[config.mk]
export PLATFORM = sky130hd
export DESIGN_NAME = dbgu32_cmd
export DESIGN_NICKNAME = d
export VERILOG_FILES = /design/src/rtl/dbgu32_pkg.sv /design/src/rtl/dbgu32_timeout.sv /design/src/rtl/dbgu32_cmd.sv
export SDC_FILE = /design/constraint.sdc
export NUM_CORES = 1
export LEC_CHECK = 0
export ABC_AREA = 0
export CORE_MARGIN = 2
export CORE_UTILIZATION = 45
export CTS_BUF_LIST = sky130_fd_sc_hd__clkbuf_4 sky130_fd_sc_hd__clkbuf_8
export CTS_CLUSTER_DIAMETER = 200
export DETAILED_ROUTE_END_ITERATION = 8
export GPL_ROUTABILITY_DRIVEN = 0
export GPL_TIMING_DRIVEN = 0
export HOLD_SLACK_MARGIN = 0.03
export PLACE_DENSITY = 0.71
export SLEW_MARGIN = 20
export SYNTH_ARGS = -nofsm -noshare
export SYNTH_HDL_FRONTEND = slang
export SYNTH_SLANG_ARGS = --single-unit
[constraint.sdc]
create_clock -name clk -period 6.77 [get_ports clk]
set_input_delay 2.031 -clock clk [delete_from_list [all_inputs] [get_ports clk]]
set_output_delay 2.031 -clock clk [all_outputs]
set_load 0.005 [all_outputs]
[src/rtl/dbgu32_pkg.sv]
// Shared constants, state encoding and a byte-select helper for the debug-unit
// command parser.
package dbgu32_pkg;

  localparam logic [7:0] OP_SETADR = 8'h01;
  localparam logic [7:0] OP_HALT   = 8'h02;
  localparam logic [7:0] OP_RUN    = 8'h03;
  localparam logic [7:0] OP_WRITE  = 8'h04;
  localparam logic [7:0] OP_READ   = 8'h05;

  typedef logic [2:0] dbgu_state_t;

  localparam dbgu_state_t StIdle   = 3'd0;
  localparam dbgu_state_t StArgAdr = 3'd1;
  localparam dbgu_state_t StArgDat = 3'd2;
  localparam dbgu_state_t StMemWr  = 3'd3;
  localparam dbgu_state_t StMemRd  = 3'd4;
  localparam dbgu_state_t StTx     = 3'd5;

  // Little-endian byte lane of a word.
  function automatic logic [7:0] get_byte(input logic [31:0] w, input logic [1:0] idx);
    return w[{idx, 3'b000} +: 8];
  endfunction

endpackage

[src/rtl/dbgu32_timeout.sv]
// Inter-byte timeout: reloads on kick, counts down while enabled, and flags
// expiry once the count has run out.
module dbgu32_timeout #(
  parameter int unsigned TIMEOUT_CYC = 120000
) (
  input  logic clk,
  input  logic reset,
  input  logic kick,
  input  logic en,
  output logic expired
);

  localparam int unsigned W = $clog2(TIMEOUT_CYC + 1);

  logic [W-1:0] cnt_q;

  always_ff @(posedge clk or posedge reset) begin
    if (reset) begin
      cnt_q <= W'(TIMEOUT_CYC);
    end else if (kick) begin
      cnt_q <= W'(TIMEOUT_CYC);
    end else if (en && (cnt_q != '0)) begin
      cnt_q <= cnt_q - W'(1);
    end
  end

  assign expired = en && (cnt_q == '0);

endmodule

[src/rtl/dbgu32_cmd.sv]
// Debug UART command parser: assembles little-endian frames, drives single-word
// memory accesses, streams read data back and controls CPU reset.
module dbgu32_cmd
  import dbgu32_pkg::*;
#(
  parameter int unsigned CLK_HZ      = 12000000,
  parameter int unsigned TIMEOUT_CYC = CLK_HZ / 100
) (
  input  logic        clk,
  input  logic        reset,
  input  logic        rx_valid,
  input  logic [7:0]  rx_data,
  output logic        tx_valid,
  output logic [7:0]  tx_data,
  input  logic        tx_ready,
  output logic        dbg_mem_op,
  output logic [31:0] dbg_adr,
  output logic [31:0] dbg_do,
  output logic [3:0]  dbg_wren,
  input  logic [31:0] dbg_di,
  input  logic        dbg_mem_ready,
  output logic        cpu_n_reset,
  output logic        rx_overrun
);

  dbgu_state_t state_q, state_d;
  logic [1:0]  cnt_q, cnt_d;
  logic [31:0] shift_q, shift_d;
  logic [31:0] rdata_q, rdata_d;
  logic [31:0] shifted;

  logic        tx_valid_q, tx_valid_d;
  logic [7:0]  tx_data_q, tx_data_d;
  logic        mem_op_q, mem_op_d;
  logic [31:0] adr_q, adr_d;
  logic [31:0] do_q, do_d;
  logic [3:0]  wren_q, wren_d;
  logic        cpu_n_reset_q, cpu_n_reset_d;
  logic        rx_overrun_q, rx_overrun_d;

  logic kick;
  logic to_en;
  logic expired;

  assign shifted = {rx_data, shift_q[31:8]};
  assign to_en   = (state_q == StArgAdr) || (state_q == StArgDat);

  dbgu32_timeout #(
    .TIMEOUT_CYC(TIMEOUT_CYC)
  ) u_timeout (
    .clk    (clk),
    .reset  (reset),
    .kick   (kick),
    .en     (to_en),
    .expired(expired)
  );

  always_comb begin
    state_d       = state_q;
    cnt_d         = cnt_q;
    shift_d       = shift_q;
    rdata_d       = rdata_q;
    tx_valid_d    = tx_valid_q;
    tx_data_d     = tx_data_q;
    mem_op_d      = mem_op_q;
    adr_d         = adr_q;
    do_d          = do_q;
    wren_d        = wren_q;
    cpu_n_reset_d = cpu_n_reset_q;
    rx_overrun_d  = 1'b0;
    kick          = 1'b0;

    case (state_q)
      StIdle: begin
        if (rx_valid) begin
          kick = 1'b1;
          case (rx_data)
            OP_SETADR: begin
              state_d = StArgAdr;
              cnt_d   = 2'd0;
              shift_d = '0;
            end
            OP_WRITE: begin
              state_d = StArgDat;
              cnt_d   = 2'd0;
              shift_d = '0;
            end
            OP_READ: begin
              state_d  = StMemRd;
              mem_op_d = 1'b1;
              wren_d   = 4'h0;
            end
            OP_HALT: cpu_n_reset_d = 1'b0;
            OP_RUN:  cpu_n_reset_d = 1'b1;
            default: ;
          endcase
        end
      end

      StArgAdr, StArgDat: begin
        // A byte arriving together with expiry is still taken.
        if (rx_valid) begin
          kick    = 1'b1;
          shift_d = shifted;
          cnt_d   = cnt_q + 2'd1;
          if (cnt_q == 2'd3) begin
            if (state_q == StArgAdr) begin
              adr_d   = shifted;
              state_d = StIdle;
            end else begin
              do_d     = shifted;
              mem_op_d = 1'b1;
              wren_d   = 4'hF;
              state_d  = StMemWr;
            end
          end
        end else if (expired) begin
          state_d = StIdle;
          shift_d = '0;
        end
      end

      StMemWr: begin
        rx_overrun_d = rx_valid;
        if (dbg_mem_ready) begin
          mem_op_d = 1'b0;
          wren_d   = 4'h0;
          adr_d    = adr_q + 32'd4;
          state_d  = StIdle;
        end
      end

      StMemRd: begin
        rx_overrun_d = rx_valid;
        if (dbg_mem_ready) begin
          mem_op_d   = 1'b0;
          adr_d      = adr_q + 32'd4;
          rdata_d    = dbg_di;
          tx_valid_d = 1'b1;
          tx_data_d  = dbg_di[7:0];
          cnt_d      = 2'd0;
          state_d    = StTx;
        end
      end

      StTx: begin
        rx_overrun_d = rx_valid;
        if (tx_valid_q && tx_ready) begin
          if (cnt_q == 2'd3) begin
            tx_valid_d = 1'b0;
            state_d    = StIdle;
          end else begin
            cnt_d     = cnt_q + 2'd1;
            tx_data_d = get_byte(rdata_q, cnt_q + 2'd1);
          end
        end
      end

      default: state_d = StIdle;
    endcase
  end

  always_ff @(posedge clk or posedge reset) begin
    if (reset) begin
      state_q       <= StIdle;
      cnt_q         <= 2'd0;
      shift_q       <= '0;
      rdata_q       <= '0;
      tx_valid_q    <= 1'b0;
      tx_data_q     <= 8'h00;
      mem_op_q      <= 1'b0;
      adr_q         <= '0;
      do_q          <= '0;
      wren_q        <= 4'h0;
      cpu_n_reset_q <= 1'b0;
      rx_overrun_q  <= 1'b0;
    end else begin
      state_q       <= state_d;
      cnt_q         <= cnt_d;
      shift_q       <= shift_d;
      rdata_q       <= rdata_d;
      tx_valid_q    <= tx_valid_d;
      tx_data_q     <= tx_data_d;
      mem_op_q      <= mem_op_d;
      adr_q         <= adr_d;
      do_q          <= do_d;
      wren_q        <= wren_d;
      cpu_n_reset_q <= cpu_n_reset_d;
      rx_overrun_q  <= rx_overrun_d;
    end
  end

  assign tx_valid    = tx_valid_q;
  assign tx_data     = tx_data_q;
  assign dbg_mem_op  = mem_op_q;
  assign dbg_adr     = adr_q;
  assign dbg_do      = do_q;
  assign dbg_wren    = wren_q;
  assign cpu_n_reset = cpu_n_reset_q;
  assign rx_overrun  = rx_overrun_q;

endmodule

=== Word level (Yosys, flattened, before mapping) ===
Index checks and enable logic that the tools add are counted.

* Output and inout bits: 80
* Input bits: 45
* Register bits after elaboration: 166

* $add $sub $neg: 3
* Bitwise gates (word level): 1
* Reduce and logical (&&, ||, !) cells: 31
* Eq/ne operators: 27
* Shift operators: 1
* Multiplexer cells: 56

{| class="wikitable"
|+ Operator list
! cell !! number
|-
| 32-bit 2-to-1 mux || 8
|-
| 32-bit case mux with 2 select lines || 2
|-
| 17-bit 2-to-1 mux || 2
|-
| 32-bit by 3-bit adder with 32-bit output (second input constant) || 1
|-
| 32-bit by 6-bit indexed part select with 8-bit output || 1
|-
| 3-bit 2-to-1 mux || 8
|-
| 4-bit 2-to-1 mux || 6
|-
| 8-bit 2-to-1 mux || 3
|-
| 2-bit != test (second input constant) || 11
|-
| 7-bit AND reduction || 3
|-
| 17-bit zero test || 1
|-
| 17-bit nonzero test || 1
|-
| 17-bit by 1-bit subtractor with 17-bit output (second input constant) || 1
|-
| 8-bit by 2-bit equality test with 1-bit output (second input constant) || 2
|-
| 8-bit by 3-bit equality test with 1-bit output (second input constant) || 2
|-
| 8-bit case mux with 2 select lines || 1
|-
| 4-bit AND reduction || 4
|-
| 3-bit case mux with 5 select lines || 1
|-
| 2-bit 2-to-1 mux || 7
|-
| 1-bit 2-to-1 mux || 12
|-
| 4-bit case mux with 3 select lines || 1
|-
| 2-bit nonzero test || 5
|-
| 3-bit case mux with 3 select lines || 1
|-
| 8-bit by 1-bit equality test with 1-bit output (second input constant) || 1
|-
| 23 further kinds || 34
|}

=== Depth between registers and ports, before layout ===
Gate-level depths: netlist (run 1).

* Depth in word-level cells: 6
* Gate-level depth with buffers: 9

=== Hierarchy ===
A second synthesis (run 1) with hierarchy kept.

* Cell total of the unflattened synthesis: 679
* Area total of the unflattened synthesis: 7,549.7 µm²

{| class="wikitable"
|+ Modules (own cells, without submodules)
! module !! instances !! area an instance (µm²) !! cells an instance !! seq. area each (µm²)
|-
| dbgu32_cmd || 1 || 6,536.3 || 574 || 3,453.3
|-
| dbgu32_timeout || 1 || 1,013.5 || 105 || 434.2
|}

=== Least setup slack after synthesis (run 1) ===
OpenSTA, ideal clock, no wires.

* Kind: input-to-reg
* From: input port rx_valid
* To: register do_q[11], in the netlist dbg_do[11]
* Setup time: 0.125 ns
* Stages on the path: 7
* Path slack: 3.231 ns
* Arrival time: 3.414 ns
* Cell sequence: buf_2 -> inv_2 -> a211oi_1 -> o21bai_1 -> nor3_2 -> buf_2 -> mux2_2

* Cells in the longest elaborated chain, start to end: 1

{| class="wikitable"
|+ Ends and longest elaborated chain
! element !! RTL line !! source
|-
| start: declaration || dbgu32_cmd.sv:11 || <nowiki>input logic rx_valid,</nowiki>
|-
| 4-bit AND reduction (no line) || -- ||
|-
| end signal: assignment || dbgu32_cmd.sv:186 || <nowiki>do_q <= do_d;</nowiki>
|-
| end: declaration || dbgu32_cmd.sv:36 || <nowiki>logic [31:0] do_q, do_d;</nowiki>
|}

No other way between the ends.
A chain may end at the register's enable or synchronous reset.

=== Final worst setup path (run 1) ===
* From: input port rx_valid
* To: register do_q[4], in the netlist dbg_do[4]

The elaborated chain is that of the path after synthesis.

==> results of run 1 <==
## where the power goes
| part | internal (W) | switching [W] | total (W) |
|---|---|---|---|
| combinational | 0.000591 | 0.000441 | 0.00103 |
| sequential | 0.00118 | 0.000306 | 0.00148 |
| clock | 0.000385 | 0.000377 | 0.000762 |
## state kept, by name, indices dropped and copies added, names as in the netlist, 2 cells and up
| signal | cells |
|---|---|
| shift_q | 24 |
| tx_data | 8 |
| cnt_q | 2 |
| rdata_q | 32 |
| dbg_adr | 32 |
| dbg_do | 32 |
| u_timeout.cnt_q | 17 |
| state_q | 3 |
## metal layers
layer  up-vias  global-route usage (%)  routed length [um]
li1       2787                       -                   -
met1      3056                    32.0                8890
met2       221                    36.8                9370
met3        21                    5.97                1280
met4         0                    5.73                 251
met5         -                       0                   0
## final timing paths
path	end	startpoint	cells past startpoint
max	dbg_do[4]	rx_valid	8
min	dbg_do[19]	dbg_do[19]	1
max reg2reg	dbg_adr[4]	cnt_q[0]	7
min reg2reg	dbg_do[19]	dbg_do[19]	1
max in group asynchronous	dbg_do[6]	reset	3
min in group asynchronous	rx_overrun	reset	2
## worst reg2reg max path, delay by kind of cell (launching register included)
kind / cells / cell delay (ns)
buffers and inverters: 2 / 0.80
and+or+nand+nor: 3 / 0.70
DFF: 1 / 0.36
adders and majority gates: 1 / 0.28
AOI/OAI and AO/OA: 1 / 0.15
## synthesized netlist by cell type, drive strengths merged, types with 12 or more instances
cell type / number / share of area (%)
nand3: 26 / 1.7
o21ai: 26 / 1.8
dfrtp: 148 / 49
buf: 26 / 2.0
o22ai: 12 / 1.0
nor2: 49 / 2.5
a22o: 24 / 2.8
mux2: 71 / 11
nor3: 12 / 1.2
nand4: 17 / 1.8
clkbuf: 15 / 0.75
or3: 13 / 1.1
a21oi: 49 / 3.3
nand2: 44 / 2.2
## area by class of cell
| cell class | count | share of cell area, % |
|---|---|---|
| buffer | 41 | 2.18 |
| multi-input combinational | 462 | 35.8 |
| tap | 220 | 2.91 |
| sequential | 155 | 41.1 |
| timing repair buffer | 123 | 13.2 |
| clock buffer | 19 | 2.63 |
| inverter | 7 | 0.357 |
| clock inverter | 13 | 1.90 |
## stage by stage
step / hold slack (ns) / TNS (ns) / std cells
floorplan: 0.462 / 0 / 665
global placement: 0.469 / -200.16 / 1007
detailed placement: 0.477 / 0 / 1008
CTS: 0.497 / 0 / 1040
global route: 0.517 / 0 / 1040
finish: 0.494 / 0 / 1040
## cell families after synthesis
group	after synthesis	share of synthesized area (%)
simple gates	203	15.0
compound gates	159	14.3
flops	155	51.8
mux	87	14.1
buf+inv	48	3.10
xor+xnor	9	1.05
fa+ha+maj	4	0.667
==> results by group, run 1 <==
Route
  – DRC viols: 0
  – Post-route ant nets: 0
  – Drt total wl: just under 20 mm
  – DR vias/cell: a little under 6
  – Drt first pass iters: 7
  – Routed length per instance: roughly 19 um
  – DRT iter0 DRCs: between 500 and 600
  – Vias: a little over 6000

Critical path
  – CP cell instances: clkdlybuf4s50_1, buf_2, inv_2, a211oi_1, o21bai_1, nor3_2, buf_2, mux2_2
  – R2R Setup Slk: approximately 4.4 ns
  – Crit path buffers/inverters: 4
  – Worst-path maximum fanout: 10
  – Worst setup SP type: primary input
  – Slowest stage delay, CP: approximately 0.50 ns
  – Slowest-stage cell, CP: clkdlybuf4s50_1
  – Delay-heaviest family, CP: buffers and inverters
  – Crit-path most repeated cell: buf_2
  – Crit path kind: in -> reg
  – CP Data Required Time: approximately 7 ns
  – Critical Path End Type: flop
  – Critical Path AT: roughly 4.4 ns

Timing
  – Peak Freq: about 250 MHz
  – RSZ-0062 raised after global routing: no
  – Slew @ Worst Pin: about 0.76 ns
  – Final Setup Violations: 0
  – Final clock period utilization by the worst path: a little under 60%
  – Post-route worst setup slack: between 2 and 3 ns
  – Slew Viols, Final: 0
  – Final hold vios: 0
  – Relative slew margins: between 40% and 50%
  – Worst Skew: approximately 0.014 ns
  – Crit path time final: ~4.0 ns

Job
  – Number of max-cap violations: 0

Global routing
  – Antenna violations before repair: 0
  – First-pass GRT wire length: between 30 and 40 mm
  – Number of global-route vias before repair: between 6000 and 7000
  – Grt ovf: 0
  – GRT Util Overall: a little under a quarter
  – Pin count of the biggest net entering global routing: 89

Pwr
  – P_leak: 4.09 nW
  – Peak VDD IR: about 0.19 mV
  – Total power: around 0.0033 W
  – Power density over the cells: roughly 350 nW/um^2

Logic synthesis
  – Synth Cell Area: roughly 7500 um^2
  – Main synth FF type: dfrtp_1
  – Post-synth EDFFs: 0
  – Warning count from the yosys run: 0
  – Cells after Synth: around 670
  – Flops & latches, synth: 155
  – Syn avg cell area: about 11 um^2
  – Distinct cell type count after synthesis: 74
  – Synthesized net count: approximately 710
  – Async set or reset register ratio after synthesis: 100%
  – Seq/Total Area, Yosys: about half

Clock tree
  – Num CTS Buffers: 17
  – Clock Tree Buf Depth: 2
  – Clk sinks: 155
  – Root Driver: clkbuf_8
  – TritonCTS clock tree: done
  – Number of setup buffers added after CTS: 0
  – Hold_buf cts: 0
  – Clk slew on worst S/H paths: 0.09 ns
  – Post_cts resized: 0
  – Clock latency on the worst-skew pair: approximately 0.46 ns
  – H-tree depth: 4

Final layout
  – Layout Area Growth over Synthesis: 26.1%
  – Multi-input gate area: between 3000 and 4000 um^2
  – Most frequent cells in the layout: dfrtp_1, clkdlybuf4s50_1, mux2_2
  – Core Util, Final: between 50% and 60%
  – Layout cells sized above 1: between 10% and 20%
  – Reg area: approximately 3900 um^2
  – NumNets Final: 856
  – Design Area, Final: between 9000 and 10000 um^2
  – Number of fill cells in the layout: between 1000 and 1500
  – Leading cell type in the layout, fill and taps excluded: dfrtp_1
  – Ant. Diodes: 0

Min path
  – Min-delay worst type: reg -> reg

Die
  – I/O pin total: 125
  – Die Span Y: roughly 130 um
  – Initial Util: between 40% and 50%
  – Die area: around 18000 um^2
  – Area of the core: approximately 16000 um^2
  – Rows: 47
  – Die width: 133 um

Place
  – DP Worst Slack: 2.29 ns
  – Placed Area: 9040 um^2
  – DP HPWL: approximately 14 mm
  – Number of port buffers: about 120

Status
  – Status: completed
Power figures use the tool's default switching activity.
==> inputs of run 2 (changes only) <==
--- a/config.mk
+++ b/config.mk
@@ -14,7 +14,7 @@
 export GPL_ROUTABILITY_DRIVEN = 0
 export GPL_TIMING_DRIVEN = 0
 export HOLD_SLACK_MARGIN = 0.03
-export PLACE_DENSITY = 0.71
+export PLACE_DENSITY = 0.74
 export SLEW_MARGIN = 20
 export SYNTH_ARGS = -nofsm -noshare
 export SYNTH_HDL_FRONTEND = slang
==> constraint.sdc (replaced) <==
create_clock -name clk -period 3.3 [get_ports clk]
set_input_delay 0.99 -clock clk [delete_from_list [all_inputs] [get_ports clk]]
set_output_delay 0.99 -clock clk [all_outputs]
set_load 0.005 [all_outputs]
==> run 2 against run 1 <==
Net effect: sequential cell count is the same; routed wire length fell by 1.6%; via count rose by 0.41%; hold slack lost 0.0028 ns; non-clock buffer count increased by 4; clock power grew 81%; combinational power grew 110%; critical endpoint is now dbg_do[3]; largest power group unchanged.
==> results by group, run 2 (same netlist as run 1, synthesis figures left out) <==
Global routing
  – Pin count of the biggest net entering global routing: 32
  – First-pass GRT wire length: between 30 and 40 mm
  – Grt ovf: 0
  – Number of global-route vias before repair: between 5000 and 6000
  – GRT Util Overall: 22.9%
  – Antenna violations before repair: 0

Clock tree
  – TritonCTS clock tree: done
  – H-tree depth: 4
  – Post_cts resized: 0
  – Clock Tree Buf Depth: 2
  – Clock latency on the worst-skew pair: 0.45 ns
  – Clk sinks: ~160
  – Number of setup buffers added after CTS: 0
  – Hold_buf cts: 0
  – Root Driver: clkbuf_8
  – Num CTS Buffers: 17
  – Clk slew on worst S/H paths: around 0.09 ns

Timing
  – Final hold vios: 0
  – Post-route worst setup slack: 0.325 ns
  – Slew Viols, Final: 0
  – Crit path time final: a little under 3 ns
  – Relative slew margins: a little under half
  – Final Setup Violations: 0
  – Worst Skew: between 0.015 and 0.02 ns
  – Final setup TNS: 0 ns
  – RSZ-0062 raised after global routing: no
  – Peak Freq: 336 MHz
  – Slew @ Worst Pin: 0.796 ns
  – Final clock period utilization by the worst path: 90.2%

Die
  – Die area: between 15000 and 20000 um^2
  – Die Span Y: between 100 and 150 um
  – I/O pin total: ~130
  – Area of the core: 16500 um^2
  – Initial Util: between 40 and 50%
  – Die width: 133 um
  – Rows: 47

Final layout
  – Layout cells sized above 1: ~18%
  – Layout Area Growth over Synthesis: 26.4%
  – Ant. Diodes: 0
  – NumNets Final: between 800 and 900
  – Most frequent cells in the layout: dfrtp_1, clkdlybuf4s50_1, mux2_2
  – Leading cell type in the layout, fill and taps excluded: dfrtp_1
  – Number of fill cells in the layout: 1449
  – Core Util, Final: between 50% and 60%

Route
  – DR vias/cell: around 5.9
  – DRT iter0 DRCs: roughly 540
  – Drt total wl: 19.5 mm
  – Routed length per instance: approximately 19 um
  – Vias: approximately 6100
  – Drt first pass iters: 5
  – DRC viols: 0
  – Post-route ant nets: 0

Place
  – Number of port buffers: between 100 and 150
  – DP HPWL: roughly 14 mm
  – DP Worst Slack: -0.137 ns

Status
  – Status: completed

Job
  – Number of max-cap violations: 0

Min path
  – Min-delay worst type: reg -> reg

Critical path
  – Worst setup SP type: primary input
  – Worst-path maximum fanout: 10
  – Critical Path End Type: flop
  – CP Data Required Time: between 3 and 4 ns
  – Critical Path AT: between 3 and 4 ns
  – Crit path kind: in -> reg

Pwr
  – P_leak: between 4 and 5 nW
  – Peak VDD IR: about 0.37 mV
  – Power density over the cells: 689 nW/um^2
run 2: cell count changes in the layout (fill, tap and decap cells not counted), moves of 2 or more:
cell / delta
buf_12: +4
clkinvlp_4: +3
bufinv_16: -2
clkinv_2: +2
run 2: per-layer routing:
layer	track usage, %	vias up	wire [um]
met5	0	-	0
met4	6.91	0	340
met3	4.91	27	1300
met2	35.3	241	9100
met1	32.8	3042	8720
li1	-	2800	-
run 2: worst paths after layout:
kind                            start          end  slack (ns)  depth (start not counted)
min in group asynchronous       reset   rx_overrun        0.90                          2
max                          rx_valid    dbg_do[3]        0.32                          8
min                        dbg_do[24]   dbg_do[24]        0.49                          1
min reg2reg                dbg_do[24]   dbg_do[24]        0.49                          1
max reg2reg                  cnt_q[0]  dbg_adr[10]        0.83                          7
max in group asynchronous       reset  shift_q[20]        1.48                          5
run 2: power by group:
group          total, W  switching (W)  internal [W]
registers       0.00303       0.000614       0.00242
logic           0.00213       0.000906       0.00122
clock network   0.00138       0.000759      0.000622
run 2: cell type report:
| class | count | area, um^2 | share of cell area, % |
|---|---|---|---|
| multi-input combinational | 462 | 3390 | 35.7 |
| inverter | 7 | 30.0 | 0.316 |
| tap | 220 | 275 | 2.90 |
| clock inverter | 14 | 136 | 1.44 |
| sequential | 155 | 3890 | 40.9 |
| clock buffer | 18 | 241 | 2.54 |
| buffer | 41 | 206 | 2.17 |
| timing repair buffer | 127 | 1330 | 14.0 |
run 2: critical path: stages:
cell	delay, ns
clkdlybuf4s50_1	0.51
buf_2	0.24
inv_2	0.09
a211oi_1	0.21
o21bai_1	0.13
nor3_2	0.38
buf_2	0.38
mux2_2	0.38
run 2: metrics by stage:
step / total power [W] / hold WS (ns) / std cells / cell area, um^2
final: 0.00654 / 0.491 / 1044 / 9490
after global routing: 0.00691 / 0.513 / 1044 / 9490
after CTS: 0.00657 / 0.494 / 1044 / 9490
after detailed placement: 0.00518 / 0.474 / 1012 / 9120
after global placement: 0.00510 / 0.468 / 1007 / 9010
after floorplan: 0.00408 / 0.462 / 665 / 7510
